--- src/rtl/instr_fetch_unit.sv ---
// rtl/instr_fetch_unit.sv - LR35902 instruction fetch: assembles opcode, CB prefix and immediates, owns the PC
module instr_fetch_unit #(
    parameter logic [15:0] RESET_PC = 16'h0000
) (
    input  logic        clk,
    input  logic        rst,
    input  logic        fetch_req,
    input  logic        pc_load,
    input  logic [15:0] pc_in,
    output logic [15:0] mem_addr,
    output logic        mem_rd_en,
    input  logic [7:0]  mem_rdata,
    input  logic        mem_ack,
    output logic        instr_valid,
    input  logic        instr_ready,
    output logic [7:0]  op_code,
    output logic        prefix_cb,
    output logic [15:0] imm,
    output logic [1:0]  instr_len,
    output logic [15:0] instr_pc,
    output logic [15:0] pc
);

    typedef enum logic [2:0] {
        S_IDLE, S_OP, S_CB, S_IMM_LO, S_IMM_HI, S_DONE, S_FLUSH
    } state_t;

    state_t      state, state_nxt;
    logic [15:0] pending;
    logic        reading;

    function automatic logic [1:0] opcode_len(input logic [7:0] b);
        case (b)
            8'h06, 8'h0E, 8'h16, 8'h1E, 8'h26, 8'h2E, 8'h36, 8'h3E,
            8'h10, 8'h18, 8'h20, 8'h28, 8'h30, 8'h38,
            8'hC6, 8'hCE, 8'hD6, 8'hDE, 8'hE6, 8'hEE, 8'hF6, 8'hFE,
            8'hE0, 8'hF0, 8'hE8, 8'hF8:                       opcode_len = 2'd2;
            8'h01, 8'h11, 8'h21, 8'h31, 8'h08,
            8'hC2, 8'hC3, 8'hCA, 8'hD2, 8'hDA,
            8'hC4, 8'hCC, 8'hCD, 8'hD4, 8'hDC, 8'hEA, 8'hFA: opcode_len = 2'd3;
            default:                                          opcode_len = 2'd1;
        endcase
    endfunction

    assign reading     = (state == S_OP) || (state == S_CB) ||
                         (state == S_IMM_LO) || (state == S_IMM_HI);
    assign mem_rd_en   = reading || (state == S_FLUSH);
    // pc does not advance until the ack, so it doubles as the held bus address
    assign mem_addr    = mem_rd_en ? pc : 16'h0000;
    assign instr_valid = (state == S_DONE);

    always_ff @(posedge clk or posedge rst) begin
        if (rst) state <= S_IDLE;
        else     state <= state_nxt;
    end

    always_comb begin
        state_nxt = state;
        case (state)
            S_IDLE:   if (!pc_load && fetch_req) state_nxt = S_OP;
            S_OP:     if (mem_ack) begin
                          if (mem_rdata == 8'hCB)                 state_nxt = S_CB;
                          else if (opcode_len(mem_rdata) == 2'd1) state_nxt = S_DONE;
                          else                                    state_nxt = S_IMM_LO;
                      end
            S_CB:     if (mem_ack) state_nxt = S_DONE;
            S_IMM_LO: if (mem_ack) state_nxt = (opcode_len(op_code) == 2'd3) ? S_IMM_HI : S_DONE;
            S_IMM_HI: if (mem_ack) state_nxt = S_DONE;
            S_DONE:   if (pc_load || instr_ready) state_nxt = S_IDLE;
            S_FLUSH:  if (mem_ack) state_nxt = S_IDLE;
            default:  state_nxt = S_IDLE;
        endcase
        // A redirect mid-read must still drain the outstanding bus cycle
        if (reading && pc_load) state_nxt = mem_ack ? S_IDLE : S_FLUSH;
    end

    always_ff @(posedge clk or posedge rst) begin
        if (rst) begin
            pc        <= RESET_PC;
            pending   <= 16'h0000;
            op_code   <= 8'h00;
            prefix_cb <= 1'b0;
            imm       <= 16'h0000;
            instr_len <= 2'd0;
            instr_pc  <= 16'h0000;
        end else begin
            case (state)
                S_IDLE: begin
                    if (pc_load) begin
                        pc <= pc_in;
                    end else if (fetch_req) begin
                        instr_pc  <= pc;
                        op_code   <= 8'h00;
                        prefix_cb <= 1'b0;
                        imm       <= 16'h0000;
                        instr_len <= 2'd0;
                    end
                end
                S_DONE: if (pc_load) pc <= pc_in;
                S_FLUSH: begin
                    if (pc_load) begin
                        if (mem_ack) pc <= pc_in;
                        else         pending <= pc_in;
                    end else if (mem_ack) begin
                        pc <= pending;
                    end
                end
                default: begin
                    if (pc_load) begin
                        if (mem_ack) pc <= pc_in;
                        else         pending <= pc_in;
                    end else if (mem_ack) begin
                        pc        <= pc + 16'd1;
                        instr_len <= instr_len + 2'd1;
                        case (state)
                            S_OP: begin
                                if (mem_rdata == 8'hCB) prefix_cb <= 1'b1;
                                else                    op_code   <= mem_rdata;
                            end
                            S_CB:     op_code    <= mem_rdata;
                            S_IMM_LO: imm[7:0]   <= mem_rdata;
                            S_IMM_HI: imm[15:8]  <= mem_rdata;
                            default:  ;
                        endcase
                    end
                end
            endcase
        end
    end

endmodule

--- config.mk ---
export PLATFORM = sky130hd
export DESIGN_NAME = instr_fetch_unit
export DESIGN_NICKNAME = d
export VERILOG_FILES = /design/src/rtl/instr_fetch_unit.sv
export SDC_FILE = /design/constraint.sdc
export NUM_CORES = 1
export LEC_CHECK = 0
export CORE_ASPECT_RATIO = 1.5
export CORE_MARGIN = 2
export CORE_UTILIZATION = 50
export CTS_CLUSTER_DIAMETER = 200
export CTS_CLUSTER_SIZE = 30
export DETAILED_ROUTE_END_ITERATION = 10
export GPL_ROUTABILITY_DRIVEN = 0
export GPL_TIMING_DRIVEN = 0
export MAX_ROUTING_LAYER = met4
export PLACE_DENSITY = 0.8
export SLEW_MARGIN = 20
export SYNTH_ARGS = -nofsm -noshare
export SYNTH_HDL_FRONTEND = slang
export SYNTH_SLANG_ARGS = --single-unit
export TNS_END_PERCENT = 30
--- constraint.sdc ---
create_clock -name clk -period 2.9 [get_ports clk]
set_input_delay 0.58 -clock clk [delete_from_list [all_inputs] [get_ports clk]]
set_output_delay 0.58 -clock clk [all_outputs]
set_load 0.01 [all_outputs]
==> impl_metrics.toml, run 1 <==
[clocking]
ctsRootBufferMaster = "clkbuf_16"
numCtsBuffers = 9
clk_pin_slew_worst_paths_ns = 0.05
tritoncts = "built"
cts_max_level = 3
cts_setup_buffers = 0
insertion_delay_ns = 0.34
clk_path_buf_depth = 2
cts_num_sinks = 78

[global_route]
grt_max_degree = 46
gr-usage-all-layers_pct = 28.3
overflow = 0
grt_pass1_vias = 4178
grt_pass1_wl_um = 20500
met2_usage_pct = 47.0
grtUsageMet3_pct = 4.77
grt_antenna_before_repair = 0
top_usage_layer = "met2"
met1_usage_pct = 32.3

[synth]
syn_area_mm2 = 0.00444
synth_cell_types = 73
ys_ff_latch = 78
syn_inst = 477
synth_top_area_share_pct = 44.0
ys_async_sr_fraction_pct = 100
synth_edf_count = 0
ys_seq_area_share_pct = 44.0
synth_fp_nets = 508
synthFlopType = "dfrtp_1"
synthTopCellsByArea = "dfrtp_1, nand2_1, mux2_2, o21ai_0, mux2i_1"
syn_area_per_cell_um2 = 9.30
synth_top_area_cell = "dfrtp_1"
ys_warn_count = 0

[sta]
skew_ns = 0.00574
worst_slew_pin_slew_ns = 0.698
worst_slack_ns = 0.192
slew_headroom_pct = 53.1
period_minus_slack_ns = 2.71
max_freq_mhz = 369
fin_crit_sh_pct = 93.4
rsz0062_at_grt = "false"
finalHoldViolCount = 0
maxSlewViolCount = 0
finalSetupViolations = 0

[setup_path]
cp-endpoint = "mem_addr[2]"
arrival_ns = 2.13
worstPathMaxFanout = 17
r2r_start = "pc[0]"
critPathCaptureType = "primary output"
timing.rr.end = "pc[12]"
worst_r2r_path_depth = 6
crit_start = "state[2]"
cp.required_ns = 2.32
critPathKind = "register to primary output"
r2r_slack_ns = 0.77
critPathLaunchType = "register"

[power]
max-vdd-ir-drop_uv = 614
p_sw_mw = 2.77
leakagePower_nw = 2.57
p_sw_share_pct = 39.9
combPwrFrac_pct = 53.8
internal-power_mw = 4.17
pwr_density_cell_mw_per_mm2 = 1160
p_clk_share_pct = 16.4
seq_power_share_pct = 29.8

[routing]
wl_per_cell_um = 17.9
drt-total-wl_um = 12700
ant_nets = 0
via_per_inst = 5.93
vias = 4194
firstDrtPassIters = 5
drtIter0Drc = 268
drc = 0

[run_status]
status = "complete, no violations"

[layout]
post-route-util_pct = 68.3
nNetsFinal = 623
areaGrowthSynthToFinish_pct = 34.3
antenna_cells = 0
drive_above_1_share_pct = 12.6

[placed_design]
place.port_buffers = 104
dpl.hpwl_um = 9400
pre_cts_slack_ns = 0.0653

[die]
design.die.area_mm2 = 0.00966
row_count = 42
pin_count = 107
core_area_mm2 = 0.00872
start_util_pct = 50.9
die_w_um = 80.9
chipHeight_um = 119

[hold_path]
hp-class = "register to register"

[run]
max-cap-violations = 0
## power groups by stage
stage	logic [mW]	registers (mW)	clock network, mW
detailed placement	3.69	2.06	0
floorplan	1.92	2.14	0
global placement	3.60	2.04	0
CTS	3.74	2.05	1.16
global route	4.07	2.13	1.20
finish	3.73	2.07	1.14
## per-stage QoR
stage          std cells  TNS (ns)  area [µm²]  power (mW)  hold WS (ns)
2_1_floorplan        477         0        4440        4.06         0.446
3_3_place_gp         691    -71.55        5620        5.64         0.460
3_5_place_dp         692         0        5650        5.75         0.462
4_1_cts              707         0        5960        6.94         0.477
5_1_grt              707         0        5960        7.39         0.499
6_report             707         0        5960        6.94         0.481
## flip-flops by register name, summed over array words and instances (netlist names)
name       cells
imm           16
instr_pc      16
state          3
prefix_cb      1
instr_len      2
pc            16
op_code        8
pending       16
## area by class of cell
| type | instances | area, µm² |
|---|---|---|
| well taps | 110 | 138 |
| multi-input cells | 353 | 2290 |
| flip-flops and latches | 78 | 1950 |
| clock buffers | 12 | 256 |
| fillers | 698 | 2760 |
| inverters | 18 | 70.1 |
| plain buffers | 27 | 145 |
| clock inverters | 4 | 45.0 |
| repair buffers | 105 | 1070 |
## worst min-delay path by stage
stage	startpoint	endpoint	slack, ns	cells after the start
detailed placement	pending[15]	pending[15]	0.46	2
finish	pending[12]	pending[12]	0.48	2
CTS	pending[15]	pending[15]	0.48	2
global route	prefix_cb	prefix_cb	0.50	1
global placement	pending[0]	pending[0]	0.46	2
floorplan	pending[12]	pending[12]	0.45	2
## cell families (layout without fill, tap and decap cells)
kind of cell | after synthesis | count (layout) | synth area share [%]
XOR/XNOR | 7 | 7 | 1.97
multiplexers | 36 | 36 | 8.77
buffers and inverters | 46 | 166 | 4.88
AND/OR/NAND/NOR | 172 | 172 | 19.9
adder cells (fa/ha/maj) | 1 | 1 | 0.282
flip-flops | 78 | 78 | 44.0
AO/OA/AOI/OAI | 137 | 137 | 20.2
## worst max-delay path, stage by stage, from the launching register on
cell and delay, ns:
dfrtp_1 0.37, buf_6 0.15, buf_2 0.19, a21oi_4 0.35
and2_1 0.19, clkdlybuf4s50_1 0.54
## timing repair
action / in CTS / in global routing
gates resized for setup: 3 / 0
hold buffers: 0 / 0
setup endpoints to repair: 11 / 0
## Yosys cell counts (all sizes together) (3+ instances only)
master	instances
a211oi	7
buf	17
nand3b	3
o211ai	6
nor2	15
a21oi	22
nand3	11
or3	3
nor2b	6
inv	18
o21ai	56
a41o	3
and2	16
nor3	5
nand2	78
a22oi	5
dfrtp	78
a21o	3
nand4	5
a31oi	5
mux2	23
o2bb2ai	4
xor2	3
clkbuf	11
nor3b	3
xnor2	4
mux2i	13
and3	7
nor4	3
nand2b	8
## per-layer routing
| layer | part of all wire (%) | vias to the layer above |
|---|---|---|
| met2 | 51 | 212 |
| met3 | 6.2 | 36 |
| met1 | 39 | 1995 |
| li1 | - | 1951 |
| met5 | 0 | - |
| met4 | 3.8 | 0 |
## layout by cell type (no fill, tap or decap), drive strengths merged, types with 4 or more instances in the layout
| cell | instances |
|---|---|
| a211oi | 7 |
| a21oi | 22 |
| a22oi | 5 |
| a31oi | 5 |
| and2 | 16 |
| and3 | 7 |
| buf | 18 |
| clkbuf | 22 |
| clkdlybuf4s50 | 104 |
| dfrtp | 78 |
| inv | 18 |
| mux2 | 23 |
| mux2i | 13 |
| nand2 | 78 |
| nand2b | 8 |
| nand3 | 11 |
| nand4 | 5 |
| nor2 | 15 |
| nor2b | 6 |
| nor3 | 5 |
| o211ai | 6 |
| o21ai | 56 |
| o2bb2ai | 4 |
| xnor2 | 4 |
Note: power is estimated with default switching activity, not from simulation.
==> run 2, diff against run 1 <==
- PLACE_DENSITY: 0.8 -> default
- PLACE_DENSITY_LB_ADDON: default -> 0.25
==> run 2 against run 1 <==
Critical path depth unchanged; non-clock buffer count unchanged; sequential power about the same; via count down 1.1%; wire length down 2.7%; sequential cell count unchanged; combinational power about the same; utilization down 0.30 points; fmax down 1.0%; critical path type unchanged; clock power down 8%; design area down 0.44%; first-iteration DRC count up 19%.
==> impl_metrics.toml, run 2 (synthesis gave the netlist of run 1 again) <==
[global_route]
grt_pass1_vias = 3998
grt_pass1_wl_um = 19800
met2_usage_pct = 45.5
grt_antenna_before_repair = 0
grt_max_degree = 47
gr-usage-all-layers_pct = 27.3
grtUsageMet3_pct = 5.23
overflow = 0
top_usage_layer = "met2"
met1_usage_pct = 31.9

[power]
max-vdd-ir-drop_uv = 600
pwr_density_cell_mw_per_mm2 = 1150
leakagePower_nw = 2.56

[die]
chipHeight_um = 119
core_area_mm2 = 0.00872
row_count = 42
pin_count = 107
die_w_um = 80.9
start_util_pct = 50.9
design.die.area_mm2 = 0.00966

[placed_design]
pre_cts_slack_ns = 0.0271
dpl-instance-area_mm2 = 0.00565
dp_cells = 692
place.port_buffers = 104
dpl.hpwl_um = 9070

[layout]
drive_above_1_share_pct = 12.6
post-route-util_pct = 68.0
antenna_cells = 0
fillers = 692
final_cells = 706
final_common_cell = "clkdlybuf4s50_1"
layout_common_cells = "clkdlybuf4s50_1, dfrtp_1, nand2_1"
nNetsFinal = 623
fin_area_mm2 = 0.00594
areaGrowthSynthToFinish_pct = 33.7

[setup_path]
cpMaxStageDelayCell = "clkdlybuf4s50_1"
path_cells = "buf_6, buf_2, a21oi_4, and2_1, clkdlybuf4s50_1"
critPathLaunchType = "register"
arrival_ns = 2.16
critPathCaptureType = "primary output"
crit_start = "state[2]"
cp.required_ns = 2.32
timing.rr.end = "pc[14]"
r2r_start = "pc[0]"
r2r_slack_ns = 0.73
cp-endpoint = "mem_addr[5]"
worst_r2r_path_depth = 6
critPathKind = "register to primary output"
worstPathMaxFanout = 17
max_stage_delay_ns = 0.53

[sta]
period_minus_slack_ns = 2.74
skew_ns = 0.00384
slew_headroom_pct = 53.0
max_freq_mhz = 365
rsz0062_at_grt = "false"
finalHoldViolCount = 0
tns_ns = 0
maxSlewViolCount = 0
finalSetupViolations = 0
fin_crit_sh_pct = 94.4
worst_slack_ns = 0.164
worst_slew_pin_slew_ns = 0.699

[routing]
wl_per_cell_um = 17.4
drt-total-wl_um = 12300
ant_nets = 0
via_per_inst = 5.88
firstDrtPassIters = 5
drc = 0
vias = 4148
drtIter0Drc = 320

[clocking]
clk_path_buf_depth = 2
cts-hold-fix-buffers = 0
insertion_delay_ns = 0.34
tritoncts = "built"
numCtsBuffers = 9
cts_num_sinks = 78
clk_pin_slew_worst_paths_ns = 0.06
ctsRootBufferMaster = "clkbuf_16"
cts_setup_buffers = 0
post_cts_resized = 3
cts_max_level = 3

[hold_path]
hp-class = "register to register"

[run]
max-cap-violations = 0

[run_status]
status = "complete, no violations"
## run 2: changes by cell type in the layout (fill, tap and decap cells not counted)
cell and delta:
clkbuf_1 -1, bufinv_16 -1, clkinvlp_4 +1
## run 2: routing by layer
layer	vias to the layer above	part of all wire, %	wire length, µm
met2	190	52	6400
met1	1971	40	4890
li1	1952	-	-
met3	35	5.7	699
met4	0	2.6	320
met5	-	0	0
## run 2: final cells by class
type / count / area [µm²] / share of cell area, %
Tap cell: 110 / 138 / 2.32
Inverter: 18 / 70.1 / 1.18
Sequential cell: 78 / 1950 / 32.9
Multi-Input combinational cell: 353 / 2290 / 38.5
Clock inverter: 4 / 22.5 / 0.379
Buffer: 27 / 145 / 2.45
Clock buffer: 11 / 253 / 4.26
Timing Repair Buffer: 105 / 1070 / 18.0
## run 2: where the power goes
group / internal, mW / switching [mW] / total, mW
combinational: 1.86 / 1.86 / 3.72
clock: 0.616 / 0.435 / 1.05
sequential: 1.60 / 0.452 / 2.06
## run 2: worst min-delay path by stage
stage                     start          end  slack [ns]  cells past startpoint
floorplan           pending[12]  pending[12]        0.45                      2
global placement     pending[0]   pending[0]        0.46                      2
detailed placement   pending[6]   pending[6]        0.46                      2
CTS                  pending[6]   pending[6]        0.48                      2
global route         pending[6]   pending[6]        0.50                      2
finish              pending[13]  pending[13]        0.48                      2
## run 2: worst max-delay path, delay by kind of cell, from the launching register on
kind            cells  cell delay, ns
buf+inv             3            0.87
flops               1            0.37
compound gates      1            0.37
simple gates        1            0.20
## run 2: per-stage QoR
step	hold slack [ns]	power, mW
final	0.480	6.83
after global routing	0.501	7.29
after CTS	0.478	6.82
after detailed placement	0.465	5.73
after global placement	0.460	5.63
after floorplan	0.446	4.06
